<file path="src/rtl/if_fetch.sv">
// Instruction-fetch stage: issues the PC on an SRAM-like bus, tracks in-order requests and
// buffers {pc, inst} for decode. Optional misaligned-PC trap entry under `IF_ADEL_CHECK_EN.
module if_fetch #(
  parameter int DEPTH = 2,
  parameter int CNT_W = 2
) (
  input  logic        clk,
  input  logic        reset,
  input  logic [31:0] pc,
  input  logic        flush,
  output logic        pc_stall,
  output logic        inst_req,
  output logic [31:0] inst_addr,
  input  logic        inst_addr_ok,
  input  logic        inst_data_ok,
  input  logic [31:0] inst_rdata,
  output logic        if_valid,
  input  logic        if_ready,
  output logic [31:0] if_pc,
  output logic [31:0] if_inst
`ifdef IF_ADEL_CHECK_EN
  ,
  output logic        if_adel
`endif
);

  localparam int PTR_W = (DEPTH > 1) ? $clog2(DEPTH) : 1;
  localparam logic [CNT_W-1:0] DEPTH_C = CNT_W'(DEPTH);
  localparam logic [CNT_W+1:0] DEPTH_W = (CNT_W + 2)'(DEPTH);

  // In-flight request queue (PCs awaiting data) and output buffer.
  logic [31:0]      fl_pc_q [DEPTH];
  logic [PTR_W-1:0] fl_wr_q, fl_wr_d, fl_rd_q, fl_rd_d;
  logic [CNT_W-1:0] fl_cnt_q, fl_cnt_d;

  logic [31:0]      bf_pc_q   [DEPTH];
  logic [31:0]      bf_inst_q [DEPTH];
  logic [PTR_W-1:0] bf_wr_q, bf_wr_d, bf_rd_q, bf_rd_d;
  logic [CNT_W-1:0] bf_cnt_q, bf_cnt_d;

  logic [CNT_W-1:0] discard_q, discard_d;

  logic [CNT_W+1:0] used;
  logic             fetch_block, adel_push;
  logic             accept, drop, resp, bf_push, bf_pop;
  logic [31:0]      push_pc, push_inst;

`ifdef IF_ADEL_CHECK_EN
  logic bf_adel_q [DEPTH];
  logic adel_hold_q, adel_hold_d;
  logic misaligned;

  assign misaligned  = (pc[1:0] != 2'b00);
  // Pending discards are ignored here: the trap entry only needs buffer space.
  assign adel_push   = !reset && !flush && misaligned && !adel_hold_q &&
                       (fl_cnt_q == '0) && (bf_cnt_q < DEPTH_C);
  assign fetch_block = misaligned || adel_hold_q;
  assign adel_hold_d = flush ? 1'b0 : (adel_hold_q || adel_push);
`else
  assign adel_push   = 1'b0;
  assign fetch_block = 1'b0;
`endif

  assign used      = {2'b00, fl_cnt_q} + {2'b00, discard_q} + {2'b00, bf_cnt_q};
  assign inst_req  = !reset && !flush && !fetch_block && (used < DEPTH_W);
  assign inst_addr = pc;
  assign accept    = inst_req && inst_addr_ok;
  assign pc_stall  = reset || (!accept && !flush);

  assign drop    = inst_data_ok && (discard_q != '0);
  assign resp    = inst_data_ok && (discard_q == '0) && (fl_cnt_q != '0);
  assign bf_push = (resp || adel_push) && !flush;
  assign bf_pop  = if_valid && if_ready;

  always_comb begin
    push_pc   = fl_pc_q[fl_rd_q];
    push_inst = inst_rdata;
`ifdef IF_ADEL_CHECK_EN
    if (adel_push) begin
      push_pc   = pc;
      push_inst = '0;
    end
`endif
  end

  always_comb begin
    fl_wr_d   = fl_wr_q;
    fl_rd_d   = fl_rd_q;
    fl_cnt_d  = fl_cnt_q;
    bf_wr_d   = bf_wr_q;
    bf_rd_d   = bf_rd_q;
    bf_cnt_d  = bf_cnt_q;
    discard_d = discard_q;

    if (accept) begin
      fl_wr_d  = fl_wr_q + 1'b1;
      fl_cnt_d = fl_cnt_d + 1'b1;
    end
    if (resp) begin
      fl_rd_d  = fl_rd_q + 1'b1;
      fl_cnt_d = fl_cnt_d - 1'b1;
    end
    if (drop) discard_d = discard_q - 1'b1;

    if (bf_push) begin
      bf_wr_d  = bf_wr_q + 1'b1;
      bf_cnt_d = bf_cnt_d + 1'b1;
    end
    if (bf_pop) begin
      bf_rd_d  = bf_rd_q + 1'b1;
      bf_cnt_d = bf_cnt_d - 1'b1;
    end

    // Every request still owed a response becomes a discard, except one answered right now.
    if (flush) begin
      discard_d = discard_d + (fl_cnt_q - CNT_W'(resp));
      fl_rd_d   = fl_wr_q;
      fl_cnt_d  = '0;
      bf_rd_d   = bf_wr_q;
      bf_cnt_d  = '0;
    end
  end

  always_ff @(posedge clk) begin
    if (reset) begin
      fl_wr_q   <= '0;
      fl_rd_q   <= '0;
      fl_cnt_q  <= '0;
      bf_wr_q   <= '0;
      bf_rd_q   <= '0;
      bf_cnt_q  <= '0;
      discard_q <= '0;
`ifdef IF_ADEL_CHECK_EN
      adel_hold_q <= 1'b0;
`endif
    end else begin
      fl_wr_q   <= fl_wr_d;
      fl_rd_q   <= fl_rd_d;
      fl_cnt_q  <= fl_cnt_d;
      bf_wr_q   <= bf_wr_d;
      bf_rd_q   <= bf_rd_d;
      bf_cnt_q  <= bf_cnt_d;
      discard_q <= discard_d;
`ifdef IF_ADEL_CHECK_EN
      adel_hold_q <= adel_hold_d;
`endif
    end
  end

  // NOTE: queue storage has no reset; only the counters/pointers qualify it, and outputs are
  // gated by if_valid, so clearing the arrays would only cost flops and reset fanout.
  always_ff @(posedge clk) begin
    if (accept) fl_pc_q[fl_wr_q] <= pc;
    if (bf_push) begin
      bf_pc_q[bf_wr_q]   <= push_pc;
      bf_inst_q[bf_wr_q] <= push_inst;
`ifdef IF_ADEL_CHECK_EN
      bf_adel_q[bf_wr_q] <= adel_push;
`endif
    end
  end

  assign if_valid = (bf_cnt_q != '0);
  assign if_pc    = if_valid ? bf_pc_q[bf_rd_q]   : 32'h0;
  assign if_inst  = if_valid ? bf_inst_q[bf_rd_q] : 32'h0;
`ifdef IF_ADEL_CHECK_EN
  assign if_adel  = if_valid && bf_adel_q[bf_rd_q];
`endif

endmodule

</file>
<file path="config.mk">
export PLATFORM = sky130hd
export DESIGN_NAME = if_fetch
export DESIGN_NICKNAME = d
export VERILOG_FILES = /design/src/rtl/if_fetch.sv
export SDC_FILE = /design/constraint.sdc
export NUM_CORES = 1
export LEC_CHECK = 0
export CORE_ASPECT_RATIO = 0.8
export CORE_UTILIZATION = 42
export DETAILED_ROUTE_END_ITERATION = 10
export PLACE_DENSITY_LB_ADDON = 0.15
export SETUP_SLACK_MARGIN = 0.3
export SYNTH_ARGS = -nofsm -noshare
export SYNTH_HDL_FRONTEND = slang
export SYNTH_SLANG_ARGS = --single-unit
</file>
<file path="constraint.sdc">
create_clock -name clk -period 8.1 [get_ports clk]
set_input_delay 1.215 -clock clk [delete_from_list [all_inputs] [get_ports clk]]
set_output_delay 1.215 -clock clk [all_outputs]
set_load 0.02 [all_outputs]
</file>
Word-level counts from Yosys, hierarchy flattened:

Memory sizes are Yosys's and may differ from the RTL's. A register that Yosys moved wholly into a read port is not among the register bits.
Cells that the tools add are included.

* memory bits (writable): 192
* register bits: 10
* bits of input ports: 70
* logic and storage cells: 66
* memories: 3
* output and inout port bits: 99

Memory list
* bf_inst_q: words 2, bits a word 32, read ports 1, clocked after Yosys merged registers in 1, write ports 1, RTL line 37 `logic [31:0] bf_inst_q [DEPTH];`
* bf_pc_q: words 2, bits a word 32, read ports 1, clocked after Yosys merged registers in 1, write ports 1, RTL line 36 `logic [31:0] bf_pc_q [DEPTH];`
* fl_pc_q: words 2, bits a word 32, read ports 1, clocked after Yosys merged registers in 1, write ports 1, RTL line 32 `logic [31:0] fl_pc_q [DEPTH];`

* reductions and logical operators: 20
* multiplexer cells: 22
* $add $sub $neg: 13
* order comparisons: 1

Operators with widths (number)
* 32-bit 2-to-1 mux: 2
* 1-bit 2-to-1 mux: 14
* 2-bit 2-to-1 mux: 6
* 2-bit nonzero test: 5
* 1-bit logical AND: 9
* 2-bit by 1-bit subtractor with 2-bit output, second input constant: 3
* 1-bit adder, second input constant: 4
* 2-bit by 1-bit adder with 2-bit output, second input constant: 2
* 3-bit by 2-bit adder with 4-bit output: 1
* 4-bit by 2-bit less-than comparator with 1-bit output, second input constant: 1
* 2-bit by 2-bit adder with 3-bit output: 1
* 1-bit logical NOT: 3
* 2-bit adder: 1
* 2-bit logical NOT: 1
* 2-bit OR reduction: 1
* 2-bit by 1-bit subtractor with 2-bit output: 1
* 1-bit logical OR: 1

Longest topological paths before layout:

Gate-level depths: netlist (run 1).

* depth in word-level cells: 8
* depth in mapped cells: 11
* depth with buffers taken out: 11

Worst setup path before layout (run 1):

No wires, ideal clock.

* path kind: in2reg
* start: in inst_data_ok
* end: mem bf_inst_q[0][0], enable pin
* setup time: 0.565 ns
* data required time: 7.535 ns
* data arrival time: 5.731 ns
* stages on the path: 2
* path buffers: 0
* path slack: 1.805 ns
* cells stage by stage: nand3b_2 -> nor3_1

* longest elaborated chain between the ends: 5

RTL lines
* start, declared: RTL line 15 `input logic inst_data_ok,`
* 1-bit logical AND (2 in series): RTL line 71 `assign resp = inst_data_ok && (discard_q == '0) && (fl_cnt_q != '0);`
* 1-bit logical AND: RTL line 72 `assign bf_push = (resp || adel_push) && !flush;`
* 1-bit 2-to-1 mux: RTL line 154 `if (bf_push) begin`
* 1-bit 2-to-1 mux (implied by the code): RTL line 156 `bf_inst_q[bf_wr_q] <= push_inst;`
* end, declared: RTL line 37

No other way between the ends.

Final worst setup path (run 1):

* start: in flush
* end: out inst_req

* longest elaborated chain between the ends: 3

RTL lines
* start, declared: RTL line 10 `input logic flush,`
* 1-bit logical NOT: RTL line 65 `assign inst_req = !reset && !flush && !fetch_block && (used < DEPTH_W);`
* 1-bit logical AND (2 in series): RTL line 65
* end, declared: RTL line 12 `output logic inst_req,`

No other way between the ends.

==> out/results.tsv, run 1 <==
stage	metric	value	unit
status	outcome	complete, no violations	
timing	final setup fails	0	
pwr	Clk network pwr share	41.0	%
synth	Adder-Cell Fraction of Synth Area	1.33	%
die	Die Height	126	um
global_route	GR Overflow Total	0	
layout	area growth from synthesis to layout	29.3	%
critical_path	Crit Path Category	input port to output pin	
drt	initial DRC count	223	
synth	post-synthesis sequential area ratio	74.1	%
min_path	worst min path class	flop to flop	
die	Die Wd	157	um
drt	Routed Antenna Nets	0	
layout	share of post-route cells with drive strength above 1	10.8	%
critical_path	CP Launch Type	input port	
synth	Synth Area in Simple Gates	4.88	%
synth	Post-Syn Nets	570	
placed_design	HPWL Detailed	8.88	mm
timing	Worst Skew	0.0143	ns
global_route	largest net degree at the start of global routing	67	
timing	Fin. Hold Viols	0	
synth	Post-Synthesis Cells	492	
layout	antenna cells	0	
pwr	internal power	1.79	mW
synth	Synth Area in XOR/XNOR	1.48	%
synth	post-synthesis compound-gate area fraction	1.06	%
pwr	Gate power share	6.4	%
die	Core Region	0.0189	sq mm
critical_path	CP max FO	9	
synth	Synth area leaders	edfxtp_1 71%, mux2i_1 7.9%, mux2_2 4.6%	
synth	proportion of synthesized area in mux cells	12.5	%
placed_design	dpl ws	3.76	ns
drt	vias per cell	4.83	
synth	largest family of logic cells by synthesized area	multiplexers	
pwr	share of total power in sequential cells	52.6	%
placed_design	routability cong.	0.789	
timing	max_slew headroom	21.4	%
die	Cell Rows	45	
cts	clock buffer depth	3	
synth	distinct cell type count after synthesis	35	
drt	Routed WL	15.1	mm
job	Max-Cap Viols	0	
synth	Synth Warn #	0	
timing	Slew Limit Fails	0	
critical_path	R2R Path Start	fl_cnt_q[1]$_SDFF_PP0_	
die	Starting Density	42.9	%
synth	Yosys reg bits	204	
cts	clock transition at the registers of the reported paths	0.06	ns
global_route	Overall Global Routing Usage	15.5	%
synth	asr flop ratio synth	0	%
timing	Tmin final	4.33	ns
min_path	Hold Startpoint	bf_wr_q$_SDFFE_PP0P_	
synth	cell area after synthesis	0.00811	sq mm
cts	CTS Sinks	204	
cts	# hold bufs at CTS	0	
drt	drt pass-1 iters	4	
cts	number of setup buffers added after CTS	0	
synth	Synth Flop Type	edfxtp_1	
die	I/O pin count	169	
cts	PostCTS Resize Cnt	0	
critical_path	Crit. End Element	output pin	
timing	setup TNS	0	ns
synth	Mapped Avg Cell Area	16.5	sq um
cts	CTS Buf Count	21	
drt	DRC errors left	0	
critical_path	R2R depth	7	
timing	Slew @ Worst Pin	1.18	ns
layout	final net count	711	
synth	top-count cell post-synth	edfxtp_1	
pwr	Psw	0.449	mW
cts	TritonCTS clock tree	yes	
cts	H-Tree Depth	1	
synth	Post-synth EDFFs	192	
layout	fin util	55.4	%
pwr	Sw Ratio	20.0	%
drt	routed via count	4369	
synth	leading area contributor after synthesis	edfxtp_1	
global_route	first-pass GRT wire length	23.7	mm
critical_path	arrival time worst endpoint	3.11	ns
timing	maximum operating frequency	231	MHz
pwr	VDD IR-drop max	179	uV
synth	synth cell count leaders	192 x edfxtp_1, 75 x nor2_1, 64 x mux2i_1	
die	die area	0.0199	sq mm
drt	drt wl/cell	16.7	um
critical_path	CP required	6.88	ns
min_path	Worst Hold Depth	2	
placed_design	number of port buffers	168	
global_route	number of global-route vias before repair	4474	
synth	share of the synthesized area in the top cell type	71.1	%
cts	Root Buffer	clkbuf_16	
timing	Final WS setup	3.77	ns
timing	RSZ-0062 raised after global routing	no	
critical_path	CP startpoint	flush	
cts	clock latency on the worst-skew pair	0.49	ns
pwr	Leak	3.35	nW
pwr	PD cells	214	mW/mm^2
global_route	initial antenna violation count	0	
timing	period utilization	53.4	%
[layer usage]
layer  vias up  global-route usage [%]  part of all wire, %
met4         0                    2.80                  1.3
met5         -                       0                    0
met1      2137                    21.1                   45
li1       2060                       -                    -
met2       152                    25.7                   47
met3        20                    3.54                  6.4
[cells by family (layout without fill, tap and decap cells)]
kind of cell	count (synthesis)	in the layout
xor+xnor	12	12
compound gates	13	13
buf+inv	65	220
flops	204	204
simple gates	93	93
mux	97	97
fa+ha+maj	8	8
[layout make-up]
cell class / count / area [sq um]
multi-input cells: 223 / 1750
repair buffers: 171 / 1700
clock inverters: 11 / 100
clock buffers: 26 / 554
flip-flops and latches: 204 / 6010
well taps: 258 / 323
fillers: 1578 / 8430
inverters: 12 / 45.0
[worst max-delay path, stage by stage]
cell	delay [ns]
clkdlybuf4s50_1	0.55
or2_1	0.37
nor4b_1	0.31
clkdlybuf4s50_1	0.65
[placed cells by master (no fill, tap or decap), drive strengths merged, types with 2 or more instances in the layout]
cell	Yosys	final
inv	12	13
clkbuf	4	26
buf	49	3
a21oi	4	4
mux2	33	33
ha	7	7
clkdlybuf4s50	0	168
dfxtp	12	12
a211oi	3	3
nand2b	2	2
xnor2	10	10
nand3	2	2
nor2	75	75
edfxtp	192	192
nor3	3	3
mux2i	64	64
a21o	2	2
clkinv	0	8
bufinv	0	2
nand2	4	4
[registers in the layout (all words and copies together), names as in the netlist, named ones only]
| register | cells |
|---|---|
| bf_pc_q | 64 |
| discard_q | 2 |
| fl_rd_q | 1 |
| bf_inst_q | 64 |
| bf_rd_q | 1 |
| bf_cnt_q | 2 |
| fl_cnt_q | 2 |
| bf_wr_q | 1 |
| fl_pc_q | 64 |
| fl_wr_q | 1 |
[stage by stage]
| stage | power, mW | hold slack (ns) | area [sq um] | std cells |
|---|---|---|---|---|
| 2_1_floorplan | 1.28 | 0.480 | 8110 | 492 |
| 3_3_place_gp | 1.34 | 0.518 | 9830 | 868 |
| 3_5_place_dp | 1.35 | 0.520 | 9830 | 868 |
| 4_1_cts | 2.27 | 0.535 | 10500 | 905 |
| 5_1_grt | 2.32 | 0.577 | 10500 | 905 |
| 6_report | 2.24 | 0.534 | 10500 | 905 |
[power groups by stage]
| stage | registers, mW | logic, mW | clock network (mW) |
|---|---|---|---|
| after CTS | 1.18 | 0.145 | 0.946 |
| final | 1.18 | 0.144 | 0.919 |
| after floorplan | 1.20 | 0.0829 | 0 |
| after detailed placement | 1.20 | 0.144 | 0 |
| after global routing | 1.18 | 0.156 | 0.986 |
| after global placement | 1.20 | 0.140 | 0 |
[path summary, 6_finish.rpt]
path	to	slack [ns]
worst max register to register	fl_pc_q[1][8]$_DFFE_PP_	4.63
worst max-delay path	inst_req	3.77
worst min register to register	flop	0.53
worst min-delay path	flop	0.53
Note: power is estimated with default switching activity, not from simulation.
==> run 2: changes to the inputs <==
clock period = 4.3 ns   (was 8.1 ns; I/O delays follow)
==> run 2 against run 1 <==
Cell count increased by 0.55%. First-iteration DRC count increased by 13%. Clock skew increased by 0.0017 ns. Routed wire length decreased by 2.0%. Cell area increased by 1.1%. Hold slack improved by 0.0068 ns. Global-route usage decreased by 0.46 points. Via count decreased by 0.92%. Flip-flop and latch count unchanged. Clock power increased by 110%. Die area unchanged. Critical endpoint unchanged. Highest routed layer unchanged.
==> out/results.tsv, run 2 (synthesized netlist as in run 1, its figures left out) <==
stage	metric	value	unit
cts	clock buffer depth	3	
die	I/O pin count	169	
placed_design	HPWL Detailed	9.13	mm
timing	Slew Limit Fails	0	
timing	Fin. Hold Viols	0	
placed_design	Placed Instances	872	
timing	setup TNS	0	ns
placed_design	number of port buffers	168	
die	Die Wd	157	um
global_route	largest net degree at the start of global routing	65	
timing	Slew @ Worst Pin	0.948	ns
timing	maximum operating frequency	280	MHz
cts	number of setup buffers added after CTS	0	
critical_path	Crit. End Element	output pin	
global_route	initial antenna violation count	0	
layout	final net count	715	
layout	commonest non-fill, non-tap cell in the layout	edfxtp_1	
placed_design	routability cong.	0.810	
layout	register area	0.00601	sq mm
critical_path	crit path max-delay cell type	clkdlybuf4s50_1	
pwr	PD cells	416	mW/mm^2
die	Core Region	0.0189	sq mm
layout	antenna cells	0	
critical_path	Critical Path Most Common Cell	inv_1	
drt	vias per cell	4.76	
global_route	number of global-route vias before repair	4330	
cts	H-Tree Depth	1	
timing	period utilization	83.1	%
critical_path	arrival time worst endpoint	2.93	ns
cts	Root Buffer	clkbuf_16	
critical_path	Crit Path Category	flop to output pin	
min_path	worst min path class	flop to flop	
die	Starting Density	42.9	%
die	Cell Rows	45	
critical_path	CP delay by family, top	adder cells	
timing	RSZ-0062 raised after global routing	no	
layout	Final Instance Area	0.0106	sq mm
die	die area	0.0199	sq mm
status	outcome	complete, no violations	
timing	Tmin final	3.57	ns
cts	clock transition at the registers of the reported paths	0.06	ns
layout	area growth from synthesis to layout	30.7	%
cts	CTS Sinks	204	
drt	DRC errors left	0	
critical_path	max incr delay on CP	0.68	ns
timing	hold_ws	0.540	ns
timing	max_slew headroom	36.8	%
pwr	Leak	3.41	nW
drt	drt pass-1 iters	4	
placed_design	placed instance area	0.00987	sq mm
cts	TritonCTS clock tree	yes	
job	Max-Cap Viols	0	
drt	Routed Antenna Nets	0	
critical_path	CP required	3.65	ns
cts	PostCTS Resize Cnt	0	
critical_path	CP Launch Type	flop	
layout	Non-Filler Instances	910	
critical_path	WP buf/inv	3	
layout	area of the multi-input gates	0.00175	sq mm
timing	Worst Skew	0.0160	ns
drt	routed via count	4329	
layout	share of post-route cells with drive strength above 1	12.1	%
drt	Routed WL	14.8	mm
critical_path	crit path cell chain	inv_1, fa_1, inv_1, ha_1, nor4b_1, clkdlybuf4s50_1	
cts	clock latency on the worst-skew pair	0.49	ns
cts	CTS Buf Count	21	
die	Die Height	126	um
layout	Largest regs	bf_inst_q x64, bf_pc_q x64, fl_pc_q x64	
global_route	first-pass GRT wire length	23.0	mm
timing	final setup fails	0	
pwr	Pwr Total	4.41	mW
critical_path	CP max FO	4	
drt	initial DRC count	252	
global_route	Overall Global Routing Usage	15.0	%
layout	# fillers	1514	
global_route	GR Overflow Total	0	
drt	drt wl/cell	16.3	um
layout	highest-count cells in the layout ignoring fill and taps	192 x edfxtp_1, 168 x clkdlybuf4s50_1, 73 x nor2_1, 64 x mux2i_1, 33 x mux2_2	
pwr	VDD IR-drop max	345	uV
cts	# hold bufs at CTS	0	
## run 2: changes by cell type in the layout (fill, tap and decap cells not counted), sizes merged
cell	change
buf	+4
bufinv	+3
clkbuf	+1
clkinv	-4
inv	+1
## run 2: stage by stage
step / setup slack (ns) / util (%)
final: 0.726 / 56.0
after global routing: 0.611 / 56.0
after CTS: 0.750 / 56.0
after detailed placement: 0.958 / 52.1
after global placement: 1.07 / 52.1
after floorplan: 0.433 / -
## run 2: final timing paths
check                    startpoint                       end  slack, ns  cells after the start
min reg2reg    bf_wr_q$_SDFFE_PP0P_                      flop       0.54                      2
max reg2reg  fl_cnt_q[1]$_SDFF_PP0_  fl_pc_q[1][20]$_DFFE_PP_       1.24                      8
max          fl_cnt_q[1]$_SDFF_PP0_                  inst_req       0.73                      6
min            bf_wr_q$_SDFFE_PP0P_                      flop       0.54                      2
## run 2: area by class of cell
class,count,share of cell area [%]
inverter,12,0.425
tap,258,3.05
timing repair buffer,175,16.4
multi-input combinational,223,16.5
clock inverter,11,1.76
sequential,204,56.7
clock buffer,27,5.17
## run 2: worst min-delay path: stages, from the launching register on
cell	delay (ns)
dfxtp_1	0.36
nand2_1	0.07
a21oi_1	0.07
## run 2: power breakdown
| part | internal (mW) | total, mW | switching [mW] |
|---|---|---|---|
| Combinational | 0.147 | 0.274 | 0.127 |
| Sequential | 2.20 | 2.22 | 0.0168 |
| Clock | 1.21 | 1.92 | 0.711 |
## run 2: per-layer routing
layer | up-vias | track usage [%] | part of all wire (%)
li1 | 2066 | - | -
met1 | 2110 | 20.6 | 46
met2 | 133 | 24.8 | 47
met3 | 20 | 3.37 | 5.8
met4 | 0 | 2.86 | 1.4
met5 | - | 0 | 0
==> run 3: changes to the inputs <==
clock period = 3 ns   (was 4.3 ns; I/O delays follow)
==> run 3 against run 2 <==
Sequential power increased by 43%. Count of clock-buffer cells in the layout is 1 higher. Clock power is 23% higher. Clock skew increased by 0.0079 ns. Die area unchanged. Register-to-register slack worse by 0.72 ns. Via count rose by 1.6%. Combinational power up 54%. Cell count is 1.3% higher. Largest cell class unchanged. Largest power group unchanged. Utilization increased by 1.1 points. Global-route usage increased by 0.10 points. Setup slack lost 0.40 ns.
==> out/results.tsv, run 3 (synthesized netlist as in run 1, its figures left out) <==
stage	metric	value	unit
cts	H-Tree Depth	1	
critical_path	CP max FO	3	
cts	CTS Buf Count	22	
status	outcome	complete, no violations	
pwr	VDD IR-drop max	325	uV
placed_design	placed instance area	0.0100	sq mm
timing	Worst Skew	0.0239	ns
pwr	Leak	4.26	nW
placed_design	Placed Instances	879	
drt	initial DRC count	198	
cts	CTS Sinks	204	
critical_path	CP required	2.55	ns
drt	DRC errors left	0	
cts	TritonCTS clock tree	yes	
layout	# fillers	1464	
critical_path	arrival time worst endpoint	2.23	ns
global_route	first-pass GRT wire length	22.9	mm
critical_path	CP Launch Type	flop	
critical_path	Crit Path Category	flop to output pin	
min_path	Hold Path End	bf_inst_q[1][28]$_DFFE_PP_	
die	I/O pin count	169	
timing	max_slew headroom	44.3	%
cts	Root Buffer	clkbuf_16	
cts	clock transition at the registers of the reported paths	0.06	ns
placed_design	number of port buffers	168	
layout	Final Instance Area	0.0108	sq mm
global_route	GR Overflow Total	0	
min_path	worst min path class	input port to flop	
layout	final net count	726	
die	Cell Rows	45	
layout	area growth from synthesis to layout	33.2	%
drt	Routed WL	15.2	mm
timing	RSZ-0062 raised after global routing	yes	
job	Max-Cap Viols	0	
min_path	Worst Hold Depth	1	
die	Die Wd	157	um
critical_path	reg2reg end	fl_pc_q[0][29]$_DFFE_PP_	
timing	Fin. Hold Viols	0	
die	Die Height	126	um
cts	clock latency on the worst-skew pair	0.50	ns
die	Starting Density	42.9	%
timing	Final WS setup	0.324	ns
timing	Slew @ Worst Pin	0.836	ns
min_path	Hold Startpoint	inst_rdata[28]	
timing	setup TNS	0	ns
layout	commonest non-fill, non-tap cell in the layout	edfxtp_1	
layout	share of post-route cells with drive strength above 1	14.9	%
timing	period utilization	89.2	%
die	Core Region	0.0189	sq mm
global_route	number of global-route vias before repair	4331	
critical_path	r2r setup slk	0.52	ns
drt	drt pass-1 iters	4	
placed_design	dpl ws	0.263	ns
timing	final setup fails	0	
timing	Slew Limit Fails	0	
placed_design	HPWL Detailed	9.49	mm
pwr	PD cells	552	mW/mm^2
layout	Non-Filler Instances	922	
critical_path	R2R Path Start	bf_cnt_q[1]$_SDFF_PP0_	
drt	vias per cell	4.77	
global_route	largest net degree at the start of global routing	41	
die	die area	0.0199	sq mm
layout	highest-count cells in the layout ignoring fill and taps	192 x edfxtp_1, 106 x clkdlybuf4s50_1, 73 x nor2_1, 64 x mux2i_1, 37 x dlymetal6s2s_1	
global_route	Overall Global Routing Usage	15.1	%
critical_path	CP startpoint	bf_cnt_q[1]$_SDFF_PP0_	
drt	drt wl/cell	16.5	um
timing	Tmin final	2.68	ns
drt	routed via count	4398	
placed_design	routability cong.	0.828	
drt	Routed Antenna Nets	0	
cts	clock buffer depth	3	
timing	maximum operating frequency	374	MHz
critical_path	Crit. End Element	output pin	
global_route	initial antenna violation count	0	
layout	Largest regs	bf_inst_q x64, bf_pc_q x64, fl_pc_q x64	
critical_path	R2R depth	8	
[run 3: cell types whose count changed in the layout (fill, tap and decap cells not counted), moves of 3 or more]
| cell | delta |
|---|---|
| clkdlybuf4s50_1 | -62 |
| dlymetal6s2s_1 | +37 |
| dlygate4sd2_1 | +23 |
| buf_12 | +8 |
| bufinv_16 | -5 |
| clkinv_1 | +5 |
| inv_1 | -4 |
| inv_2 | +4 |
| dfxtp_1 | -3 |
| dfxtp_2 | +3 |
[run 3: layout make-up]
cell class | instances | area [sq um] | share of cell area (%)
timing repair buffer | 185 | 1970 | 18.2
tap | 258 | 323 | 2.99
sequential | 204 | 6010 | 55.7
clock inverter | 11 | 62.6 | 0.579
antenna | 1 | 2.50 | 0.0232
inverter | 12 | 45.0 | 0.417
clock buffer | 28 | 573 | 5.30
multi-input combinational | 223 | 1810 | 16.8
[run 3: what timing repair did]
| item | 4_1_cts | 5_1_grt |
|---|---|---|
| hold buffers | 0 | 0 |
| pin swaps | 0 | 2 |
| gates resized for setup | 35 | 42 |
| endpoints found under the setup margin | 35 | 39 |
| buffers inserted | 2 | 1 |
[run 3: layer usage]
metal  track usage (%)  vias to the layer above  wire length (um)
li1                  -                     2098                 -
met1              20.9                     2120              7100
met2              24.1                      155              6900
met3              3.61                       25               945
met4              3.71                        0               221
met5                 0                        -                 0
[run 3: stage by stage]
stage	hold slack [ns]	utilization [%]	total power, mW
5_1_grt	0.517	57.1	6.18
6_report	0.540	57.1	5.96
2_1_floorplan	0.511	-	3.47
3_5_place_dp	0.550	53.1	3.66
3_3_place_gp	0.529	53.1	3.65
4_1_cts	0.520	56.5	6.04
[run 3: power breakdown]
part	internal, mW	leakage (nW)	switching [mW]
Sequential	3.16	1.83	0.0230
Clock	1.35	0.311	1.01
Combinational	0.227	2.12	0.196
Total	4.74	4.26	1.23
[run 3: critical path, cell delays in order, from the launching register on]
cell	delay [ns]
dfxtp_2	0.33
inv_2	0.05
fa_1	0.55
inv_2	0.05
ha_4	0.23
nand4bb_4	0.21
a21o_1	0.17
buf_4	0.15
[run 3: worst max-delay path by stage]
stage	to	slack, ns	cells past startpoint
after floorplan	bf_inst_q[0][0]$_DFFE_PP_	0.23	4
after global placement	pc_stall	0.30	7
after detailed placement	pc_stall	0.26	7
after CTS	pc_stall	0.26	7
after global routing	pc_stall	0.25	7
final	pc_stall	0.32	7
